**config.mk**
```make
export PLATFORM = sky130hd
export DESIGN_NAME = stick_fsm
export DESIGN_NICKNAME = d
export VERILOG_FILES = /design/src/rtl/stick_fsm.sv
export SDC_FILE = /design/constraint.sdc
export NUM_CORES = 1
export LEC_CHECK = 0
export ABC_AREA = 0
export BUFFER_PORTS_ARGS = -buffer_cell sky130_fd_sc_hd__clkbuf_2
export CAP_MARGIN = 20
export CELL_PAD_IN_SITES_DETAIL_PLACEMENT = 0
export CELL_PAD_IN_SITES_GLOBAL_PLACEMENT = 2
export CORE_ASPECT_RATIO = 0.5
export CORE_MARGIN = 1.5
export CORE_UTILIZATION = 30
export DETAILED_ROUTE_END_ITERATION = 8
export PLACE_DENSITY = 0.91
export SYNTH_ARGS = -nofsm -noshare
export SYNTH_HDL_FRONTEND = slang
export SYNTH_SLANG_ARGS = --single-unit
```
**constraint.sdc**
```tcl
create_clock -name clk -period 3.7 [get_ports clk]
set_clock_uncertainty 0.05 [all_clocks]
set_input_delay 0.555 -clock clk [delete_from_list [all_inputs] [get_ports clk]]
set_output_delay 0.555 -clock clk [all_outputs]
set_load 0.01 [all_outputs]
```
**src/rtl/stick_fsm.sv**
```systemverilog
// -----------------------------------------------------------------------------
// stick_fsm
//   Runs one game round of the stick: IDLE -> GROW -> FALL -> LANDED.
//   - GROW adds GROW_STEP per tick while the button is held and saturates at
//     MAX_LEN.
//   - FALL lasts FALL_TICKS ticks. On the last tick the hit test is evaluated
//     and the result is presented with a valid/ack handshake.
//   - The stick is also drawn into the VGA pixel stream: upright while
//     growing or falling, and lying horizontally once it has landed.
//
// Ports
//   clk           system clock
//   rst           synchronous active-low reset
//   tick          game-rate enable, one clk wide
//   up            debounced grow button (level)
//   gap_dist      distance from the stick base to the near edge of the platform
//   plat_width    width of the target platform
//   result_ack    consumer accepts the result
//   bright        pixel is inside the active display area
//   hCount        horizontal pixel counter
//   vCount        vertical pixel counter
//   background    colour used where the stick is not drawn
//   rgb           output pixel colour
//   stick_len     current stick length
//   busy          a round is in progress (state is not IDLE)
//   result_valid  round finished; the result is held
//   success       hit-test result, qualified by result_valid
// -----------------------------------------------------------------------------
module stick_fsm #(
    parameter int unsigned LEN_W      = 10,
    parameter int unsigned GROW_STEP  = 2,
    parameter int unsigned MAX_LEN    = 216,
    parameter int unsigned HALF_W     = 2,
    parameter int unsigned FALL_TICKS = 8,
    parameter int unsigned X0         = 450,
    parameter int unsigned Y0         = 250,
    parameter logic [11:0] STICK_RGB  = 12'hF00
) (
    input  logic             clk,
    input  logic             rst,
    input  logic             tick,
    input  logic             up,
    input  logic [LEN_W-1:0] gap_dist,
    input  logic [LEN_W-1:0] plat_width,
    input  logic             result_ack,
    input  logic             bright,
    input  logic [9:0]       hCount,
    input  logic [9:0]       vCount,
    input  logic [11:0]      background,
    output logic [11:0]      rgb,
    output logic [LEN_W-1:0] stick_len,
    output logic             busy,
    output logic             result_valid,
    output logic             success
);

    localparam logic [1:0] IDLE   = 2'd0;
    localparam logic [1:0] GROW   = 2'd1;
    localparam logic [1:0] FALL   = 2'd2;
    localparam logic [1:0] LANDED = 2'd3;

    localparam int unsigned CNT_W = (FALL_TICKS > 1) ? $clog2(FALL_TICKS) : 1;
    localparam logic [CNT_W-1:0] CNT_LAST = CNT_W'(FALL_TICKS - 1);

    localparam logic [LEN_W:0]   STEP_X   = (LEN_W + 1)'(GROW_STEP);
    localparam logic [LEN_W:0]   MAX_X    = (LEN_W + 1)'(MAX_LEN);
    localparam logic [LEN_W-1:0] MAX_L    = LEN_W'(MAX_LEN);
    localparam logic [LEN_W-1:0] FIRST_L  = LEN_W'(GROW_STEP);

    logic [1:0]       state_q, state_d;
    logic [LEN_W-1:0] len_q, len_d;
    logic [CNT_W-1:0] cnt_q, cnt_d;
    logic             armed_q, armed_d;
    logic             valid_q, valid_d;
    logic             success_q, success_d;

    // One extra bit so that neither the growth sum nor the far platform edge
    // can wrap around.
    logic [LEN_W:0] grow_sum;
    logic [LEN_W:0] far_edge;
    logic [LEN_W:0] len_x;

    assign len_x    = {1'b0, len_q};
    assign grow_sum = len_x + STEP_X;
    assign far_edge = {1'b0, gap_dist} + {1'b0, plat_width};

    always_comb begin
        state_d   = state_q;
        len_d     = len_q;
        cnt_d     = cnt_q;
        armed_d   = armed_q;
        valid_d   = valid_q;
        success_d = success_q;
        case (state_q)
            IDLE: begin
                // A button still held from the previous round must be
                // released before another round can start.
                if (!up) begin
                    armed_d = 1'b1;
                end
                if (tick && armed_q && up) begin
                    state_d = GROW;
                    len_d   = FIRST_L;
                    armed_d = 1'b0;
                end
            end
            GROW: begin
                if (tick) begin
                    if (up) begin
                        len_d = (grow_sum > MAX_X) ? MAX_L : grow_sum[LEN_W-1:0];
                    end else begin
                        state_d = FALL;
                        cnt_d   = '0;
                    end
                end
            end
            FALL: begin
                if (tick) begin
                    if (cnt_q == CNT_LAST) begin
                        state_d   = LANDED;
                        valid_d   = 1'b1;
                        success_d = (len_x >= {1'b0, gap_dist}) && (len_x <= far_edge);
                    end else begin
                        cnt_d = cnt_q + 1'b1;
                    end
                end
            end
            LANDED: begin
                // Acknowledge does not wait for a tick.
                if (valid_q && result_ack) begin
                    state_d   = IDLE;
                    valid_d   = 1'b0;
                    success_d = 1'b0;
                    len_d     = '0;
                end
            end
            default: begin
                state_d = IDLE;
            end
        endcase
    end

    always_ff @(posedge clk) begin
        if (!rst) begin
            state_q   <= IDLE;
            len_q     <= '0;
            cnt_q     <= '0;
            armed_q   <= 1'b0;
            valid_q   <= 1'b0;
            success_q <= 1'b0;
        end else begin
            state_q   <= state_d;
            len_q     <= len_d;
            cnt_q     <= cnt_d;
            armed_q   <= armed_d;
            valid_q   <= valid_d;
            success_q <= success_d;
        end
    end

    assign stick_len    = len_q;
    assign busy         = (state_q != IDLE);
    assign result_valid = valid_q;
    assign success      = success_q;

    // Drawing. Every term is widened and only ever added, so the edges that
    // sit below X0/Y0 never underflow.
    localparam int unsigned CW = ((LEN_W > 10) ? LEN_W : 10) + 2;
    localparam logic [CW-1:0] X0_X = CW'(X0);
    localparam logic [CW-1:0] Y0_X = CW'(Y0);
    localparam logic [CW-1:0] HW_X = CW'(HALF_W);

    logic [CW-1:0] h_x, v_x, l_x;
    logic          vert_fill, horz_fill, stick_fill;

    assign h_x = CW'(hCount);
    assign v_x = CW'(vCount);
    assign l_x = CW'(len_q);

    assign vert_fill = (v_x <= Y0_X) && (v_x + l_x >= Y0_X) &&
                       (h_x + HW_X >= X0_X) && (h_x <= X0_X + HW_X);
    assign horz_fill = (h_x >= X0_X) && (h_x <= X0_X + l_x) &&
                       (v_x + HW_X >= Y0_X) && (v_x <= Y0_X + HW_X);

    always_comb begin
        stick_fill = 1'b0;
        if (len_q != '0) begin
            stick_fill = (state_q == LANDED) ? horz_fill : vert_fill;
        end
    end

    always_comb begin
        rgb = 12'h000;
        if (bright) begin
            rgb = stick_fill ? STICK_RGB : background;
        end
    end

endmodule

```
* After elaboration in Yosys (flattened, before gate mapping)
Index checks and enable logic that the tools add are counted.
Word-level totals: input port bits 58, output and inout port bits 25, register bits after elaboration 18
Cells by class: equal/unequal tests 13, reduce and logical (&&, ||, !) cells 21, muxes and demuxes 31, add/sub/neg operators 7, $lt $le $gt $ge 11
Operators by type and width (count):
- $mux 10 | 5
- $add 10x2->11 const B | 3
- $pmux 10 s3 | 1
- $mux 12 | 2
- $add 10x10->11 | 2
- $ge 11x8->1 const B | 2
- $le 10x11->1 | 2
- $le 10x8->1 const B | 2
- $ne 2x2->1 const B | 8
- $mux 2 | 6
- $mux 3 | 4
- $add 9x10->11 const A | 1
- $ge 11x9->1 const B | 1
- $gt 11x8->1 const B | 1
- $ge 10x10->1 | 1
- $ge 10x9->1 const B | 1
- $le 10x9->1 const B | 1
- $logic_and 1x1->1 | 10
- $reduce_and 5->1 | 2
- $reduce_bool 10->1 | 1
- $mux 1 | 9
- $pmux 2 s4 | 1
- $pmux 3 s2 | 1
- $reduce_and 6->1 | 1
- 11 further kinds | 15

* Longest topological paths before layout
Gate-level depths: netlist of the first run.
depth in word-level cells 9, mapped depth 15, mapped depth without buffers 15

* Worst setup path before layout of the first run
Ideal clock, no wire load.
kind flip-flop to output port, from register len_q[1], in the netlist stick_len[1], to output rgb[2], data required time 3.095 ns, cell stages (with the launch flop) 16, setup slack 0.163 ns, buffers on the path 2, data arrival time 2.932 ns, path through dfxtp_1 > ha_1 > clkbuf_1 > nand2_1 > nor2_1 > nor2_1 > xnor2_1 > ha_1 > nand4_1 > nor2_1 > a2111oi_0 > a22oi_1 > o2111ai_1 > o2111a_2 > buf_6 > and3b_1
Between the ends: cells in the longest elaborated chain, start to end 9, elaborated cells between the ends (all ways) 15, classes of those cells 2 x add/sub; 2 x order compare; 4 x mux; 7 x reduce/logical
RTL lines:
- start, declared | RTL line 71 | logic [LEN_W-1:0] len_q, len_d;
- start signal, assigned | RTL line 153 | len_q <= len_d;
- $add 10x10->11 / $add 9x10->11 (equally long branches) | RTL line 180, 182
- $ge 11x8->1 / $le 10x11->1 (equally long branches) | RTL line 180, 182
- $logic_and 1x1->1, on equally long branches (2 in series) | RTL line 180, 182
- $logic_and 1x1->1, on equally long branches | RTL line 181, 183
- $mux 1 | RTL line 188 | stick_fill = (state_q == LANDED) ? horz_fill : vert_fill;
- $mux 1 * | RTL line 187 | if (len_q != '0) begin
- $mux 12 * | RTL line 195 | rgb = stick_fill ? STICK_RGB : background;
- $mux 12 * | RTL line 194 | if (bright) begin
- end, declared | RTL line 50 | output logic [11:0] rgb,
Every way passes the cells marked *; elsewhere a longest branch is shown, timed or not.

* Worst setup path after layout of the first run
from register len_q[5], in the netlist stick_len[5], to output rgb[0]
Same word-level chain as after synthesis.

==> metrics.txt, run 1 <==
reg2reg start=stick_len[1]$_SDFFE_PN0P_; CTS tree=yes; H-tree depth=1; Synth area leader=ha_1; ANT nets after route=0; WP buf/inv=2; cell count after synthesis=379; Yosys top cell area share=24.17%; crit path to=rgb[0]; number of flops mapped to enable cells by yosys=0; fin area=0.003699 mm^2; outcome=finished, final reports clean; FP Rows=25; worst vdd ir=163.8 uV; dpl ws=0.09278 ns; GPL Wtd Cong=0.8354; synthesized flop and latch total=17; Port Buffers=slightly above 80; clk sink count=17; crit path from=stick_len[5]$_SDFFE_PN0P_; YS warnings=0; Final Hold Fails=0; Worst Hold Class=flip-flop to flip-flop; Mapped Nets=495; Worst Setup Path Type=flip-flop to output port; Crit-path slowest cell=or3_1; LEAKAGE=1.816 nW; WL/cell=about 14 um; aggregate global routing overflow=0; ys async rst share=0%; DP Area=0.003563 mm^2; CTS root buf=clkbuf_16; Tcrit/Tclk final=95.51%; Power Internal=0.5922 mW; Critical Path AT=a little under 3 ns; Worst setup SP type=flip-flop; total power per unit cell area=272.1 mW/mm^2; initial detailed-routing violation count=139; setup violators final=0; share of layout cells above drive strength 1=27.90%; Inserted Diodes=0; Die Area=between 0.01 and 0.015 mm^2; WP data required=3.09 ns; fill count=approximately 1,100; CP top delay family=compound AO/OA/AOI/OAI gates; CTS buffer count=3; sequential fraction of the synthesis area=11.54%; clk buf depth=2; Area Growth Syn to Fin=25.36%; dpl hpwl=6538 um; critical path's largest stage delay=0.39 ns; Setup TNS Final=0 ns; clk slew on worst S/H paths=around 0.050 ns; R2R Setup Slk=1.37 ns; Tot GR Track Use=14.85%; vias=3,065; Final Worst Setup Slack=0.1661 ns; Initial DRT Pass Iterations=4; min Tclk post-route=between 3 and 4 ns; critical path depth=10; clock power share=21.7%; core area=~0.0095 mm^2; commonest cells after routing, fill and taps aside=81 x clkbuf_2, 55 x ha_1, 31 x inv_1; largest net degree at the start of global routing=19; final net count=583; commonest non-fill, non-tap cell in the layout=clkbuf_2; Die X=~140 um; Distinct cells, synth=67; max-slew violation count=0; CP cell instances=buf_4 > ha_1 > or3_1 > a311oi_2 > o21ai_1 > a221oi_2 > a211oi_2 > o2111a_2 > and3b_1 > clkbuf_2; antenna violations before repair=0; Combinational Power Share=between 50% and 60%; Seq pwr share=between 20% and 30%; vias in the first global route=2,722; vias per cell=5.100; final WL=8220 um; Mapped Area=0.002950 mm^2; Post-Syn Area per Cell=around 7.8 um^2; critical path capture point type=output port; top_reg_cell synth=dfxtp_1; chip height=roughly 73 um; starting density of the core=roughly 31%; Tot Pwr=1.006 mW; remaining routing DRC violations=0; max-cap viol count=0; Max Fclk=283.0 MHz; crit path max fanout=8; largest cells by area after synthesis=ha_1 24%, dfxtp_1 12%, inv_1 3.9%; first-pass GRT wire length=12,760 um; I/O pins=just over 80; switch share=41.16%; Clock Latency Late Sink=approximately 0.25 ns; Slew @ Worst Pin=0.5006 ns; worst r2r path cells=8; RSZ-0062 raised after global routing=false; CTS Hold Bufs=0; NetSw=0.4142 mW; reg2reg end=stick_len[4]$_SDFFE_PN0P_; max_slew headroom=~67%
-- state kept, by name (all words and copies together) (netlist names) --
name and flops:
armed_q 1, cnt_q 3, result_valid 1, state_q 2, stick_len 9, success 1
-- stage by stage --
| step | cells | hold WS, ns | utilization, % |
|---|---|---|---|
| 2_1_floorplan | 379 | 0.3947 | - |
| 3_3_place_gp | 596 | 0.4054 | 37.47 |
| 3_5_place_dp | 596 | 0.4137 | 37.47 |
| 4_1_cts | 600 | 0.4206 | 38.30 |
| 5_1_grt | 601 | 0.4608 | 38.89 |
| 6_report | 601 | 0.4177 | 38.89 |
-- kinds of logic after synthesis --
kind of cell | after synthesis | share of synthesized area, %
xor gates and xnor gates | 16 | 4.750
DFF | 17 | 11.54
adders and majority gates | 58 | 24.85
buffers and inverters | 47 | 6.955
and+or+nand+nor | 122 | 22.22
muxes | 2 | 0.7209
AOI/OAI and AO/OA | 116 | 28.84
other | 1 | 0.1271
-- power groups by stage --
stage,Sequential (mW),Combinational (mW),Clock [mW]
floorplan,0.238,0.362,0
detailed placement,0.225,0.552,0
CTS,0.222,0.555,0.225
global route,0.227,0.635,0.232
finish,0.224,0.564,0.218
global placement,0.225,0.548,0
-- layer usage --
layer	global-route usage (%)	vias to the layer above	share of wire, %
met4	2.721	0	0.60
met2	23.99	75	43
met1	21.71	1381	53
met3	1.247	4	4.1
li1	-	1605	-
met5	0	-	0
-- area by class of cell --
type	count	area, um^2	share of cell area, %
multi-input combinational	316	2455	66.37
timing repair buffer	98	536.8	14.51
sequential	17	342.8	9.269
tap	135	168.9	4.567
inverter	31	116.4	3.146
clock buffer	4	78.83	2.131
-- cell usage after synthesis (7+ instances only) --
cell,instances
nand2_1,26
o21ai_0,15
a21oi_1,21
a21boi_0,7
nor3_1,8
dfxtp_1,17
clkbuf_1,12
nand4_1,10
nor2b_1,7
nor2_1,23
xnor2_1,9
a31oi_1,7
o21a_1,10
nand3_1,10
xor2_1,7
ha_1,57
inv_1,31
and3b_1,8
-- worst min-delay path by stage --
stage	cells after the start	slack (ns)	endpoint	startpoint
finish	2	0.42	cnt_q[2]$_SDFFE_PN0P_	cnt_q[2]$_SDFFE_PN0P_
global route	2	0.46	cnt_q[1]$_SDFFE_PN0P_	cnt_q[1]$_SDFFE_PN0P_
CTS	2	0.42	cnt_q[2]$_SDFFE_PN0P_	cnt_q[2]$_SDFFE_PN0P_
detailed placement	2	0.41	cnt_q[2]$_SDFFE_PN0P_	cnt_q[2]$_SDFFE_PN0P_
global placement	2	0.41	cnt_q[1]$_SDFFE_PN0P_	cnt_q[1]$_SDFFE_PN0P_
floorplan	2	0.39	cnt_q[1]$_SDFFE_PN0P_	cnt_q[1]$_SDFFE_PN0P_
-- timing repair --
action,in CTS,in global routing
hold endpoints to repair,0,0
endpoints found under the setup margin,0,12
resized for setup,0,15
setup buffers,0,0
-- worst register-to-register path: stages (launching register included) --
cell and delay (ns):
dfxtp_2 0.34, ha_2 0.20, buf_4 0.16, xnor2_1 0.22, a221oi_1 0.09, a211o_1 0.32
a211oi_2 0.42, a31oi_1 0.15, o221a_2 0.28
Power figures use the tool's default switching activity.
==> inputs of run 2 (changes only) <==
--- a/config.mk
+++ b/config.mk
@@ -10,7 +10,6 @@
 export CAP_MARGIN = 20
 export CELL_PAD_IN_SITES_DETAIL_PLACEMENT = 0
 export CELL_PAD_IN_SITES_GLOBAL_PLACEMENT = 2
-export CORE_ASPECT_RATIO = 0.5
 export CORE_MARGIN = 1.5
 export CORE_UTILIZATION = 30
 export DETAILED_ROUTE_END_ITERATION = 8
==> run 2 against run 1 <==
Net effect: clock-buffer cell count decreased by 1; die area decreased by 0.34%; register-to-register slack got worse by 0.06 ns; worst hold slack improved by 0.0071 ns; sequential power increased by 3%; routed wire length decreased by 0.57%; combinational power decreased by 1%; critical endpoint is now rgb[2]; highest routed layer unchanged.
==> metrics.txt, run 2 (same netlist as run 1, synthesis figures left out) <==
commonest cells after routing, fill and taps aside=81 x clkbuf_2, 55 x ha_1, 31 x inv_1; max-slew violation count=0; outcome=finished, final reports clean; share of layout cells above drive strength 1=28.97%; Worst Setup Path Type=flip-flop to output port; Slew @ Worst Pin=1.011 ns; dpl ws=0.04205 ns; Area Growth Syn to Fin=25.28%; Post-Layout Cell Count=about 600; Die Area=0.01044 mm^2; CTS buffer count=3; LEAKAGE=1.808 nW; vias in the first global route=about 3,000; Final Worst Setup Slack=roughly 0.16 ns; Worst Hold Class=flip-flop to flip-flop; chip height=102.2 um; clk slew on worst S/H paths=0.07 ns; Tot GR Track Use=15.55%; ANT nets after route=0; aggregate global routing overflow=0; clk buf depth=2; Core Util, Final=38.34%; crit path max fanout=7; vias=3,128; final net count=583; total power per unit cell area=249.6 mW/mm^2; GPL Wtd Cong=0.8111; Tcrit/Tclk final=95.79%; vias per cell=roughly 5.2; Die X=102.2 um; I/O pins=83; Max Fclk=282.1 MHz; H-tree depth=1; worst vdd ir=329.8 uV; Initial DRT Pass Iterations=4; antenna violations before repair=0; starting density of the core=a little under a third; remaining routing DRC violations=0; Inserted Diodes=0; area of the multi-input gates=roughly 0.0025 mm^2; critical path capture point type=output port; fill count=1,048; max_slew headroom=30.85%; dpl hpwl=6664 um; Clock Latency Late Sink=around 0.25 ns; FP Rows=36; WP data required=3.09 ns; max-cap viol count=0; min Tclk post-route=3.544 ns; Port Buffers=81; Worst setup SP type=flip-flop; Cells after DPL=592; max FFs per register=9; Final Hold Fails=0; FF+latch area=349.1 um^2; setup violators final=0; commonest non-fill, non-tap cell in the layout=clkbuf_2; initial detailed-routing violation count=~120; clk sink count=17; WL/cell=13.64 um; final WL=~8200 um; Critical Path AT=2.94 ns; core area=0.009639 mm^2; CTS Hold Bufs=0; CTS tree=yes; largest net degree at the start of global routing=19; CTS root buf=clkbuf_8; first-pass GRT wire length=13,280 um
-- run 2: metrics by stage --
step | power [mW] | cell area (um^2) | TNS [ns] | hold slack, ns
after CTS | 0.9150 | 3607 | 0 | 0.4309
final | 0.9227 | 3696 | 0 | 0.4248
after global placement | 0.7614 | 3546 | 0 | 0.4076
after detailed placement | 0.7705 | 3546 | 0 | 0.4211
after floorplan | 0.6000 | 2950 | 0 | 0.3947
after global routing | 1.013 | 3696 | -0.02455 | 0.4538
-- run 2: worst paths after layout --
path | startpoint | endpoint | slack (ns) | cells past startpoint
worst max-delay path | stick_len[2]$_SDFFE_PN0P_ | rgb[2] | 0.16 | 10
worst min-delay path | cnt_q[1]$_SDFFE_PN0P_ | cnt_q[1]$_SDFFE_PN0P_ | 0.42 | 2
worst max register to register | state_q[0]$_SDFFE_PN0P_ | stick_len[1]$_SDFFE_PN0P_ | 1.31 | 7
worst min register to register | cnt_q[1]$_SDFFE_PN0P_ | cnt_q[1]$_SDFFE_PN0P_ | 0.42 | 2
-- run 2: power breakdown --
group          leakage, nW  internal (mW)  switching [mW]
combinational         1.64          0.240           0.316
sequential           0.140          0.207          0.0225
clock               0.0255         0.0746          0.0620
-- run 2: layout make-up --
class | instances | area share, %
Multi-Input combinational cell | 316 | 67.03
Clock inverter | 1 | 0.1354
Inverter | 31 | 3.148
Sequential cell | 17 | 9.445
Timing Repair Buffer | 98 | 14.62
Clock buffer | 3 | 1.117
Tap cell | 133 | 4.502
-- run 2: worst max-delay path, cell delays in order, from the launching register on --
cell,delay (ns)
dfxtp_4,0.36
buf_4,0.17
ha_1,0.38
a21o_2,0.19
a311oi_2,0.11
or3_1,0.38
a221oi_2,0.31
a211oi_2,0.13
o2111a_2,0.30
and3b_1,0.21
clkbuf_2,0.13
-- run 2: routing by layer --
metal	up-vias	global-route usage [%]	routed length (um)
met5	-	0	0
met4	0	2.424	55
met3	8	1.710	256
met2	40	27.61	4044
met1	1482	20.59	3817
li1	1598	-	-
-- run 2: what timing repair did --
item,CTS,global route
setup buffers,0,2
resized for setup,2,21
pin swaps,1,5
gates cloned,1,0
endpoints found under the setup margin,8,12
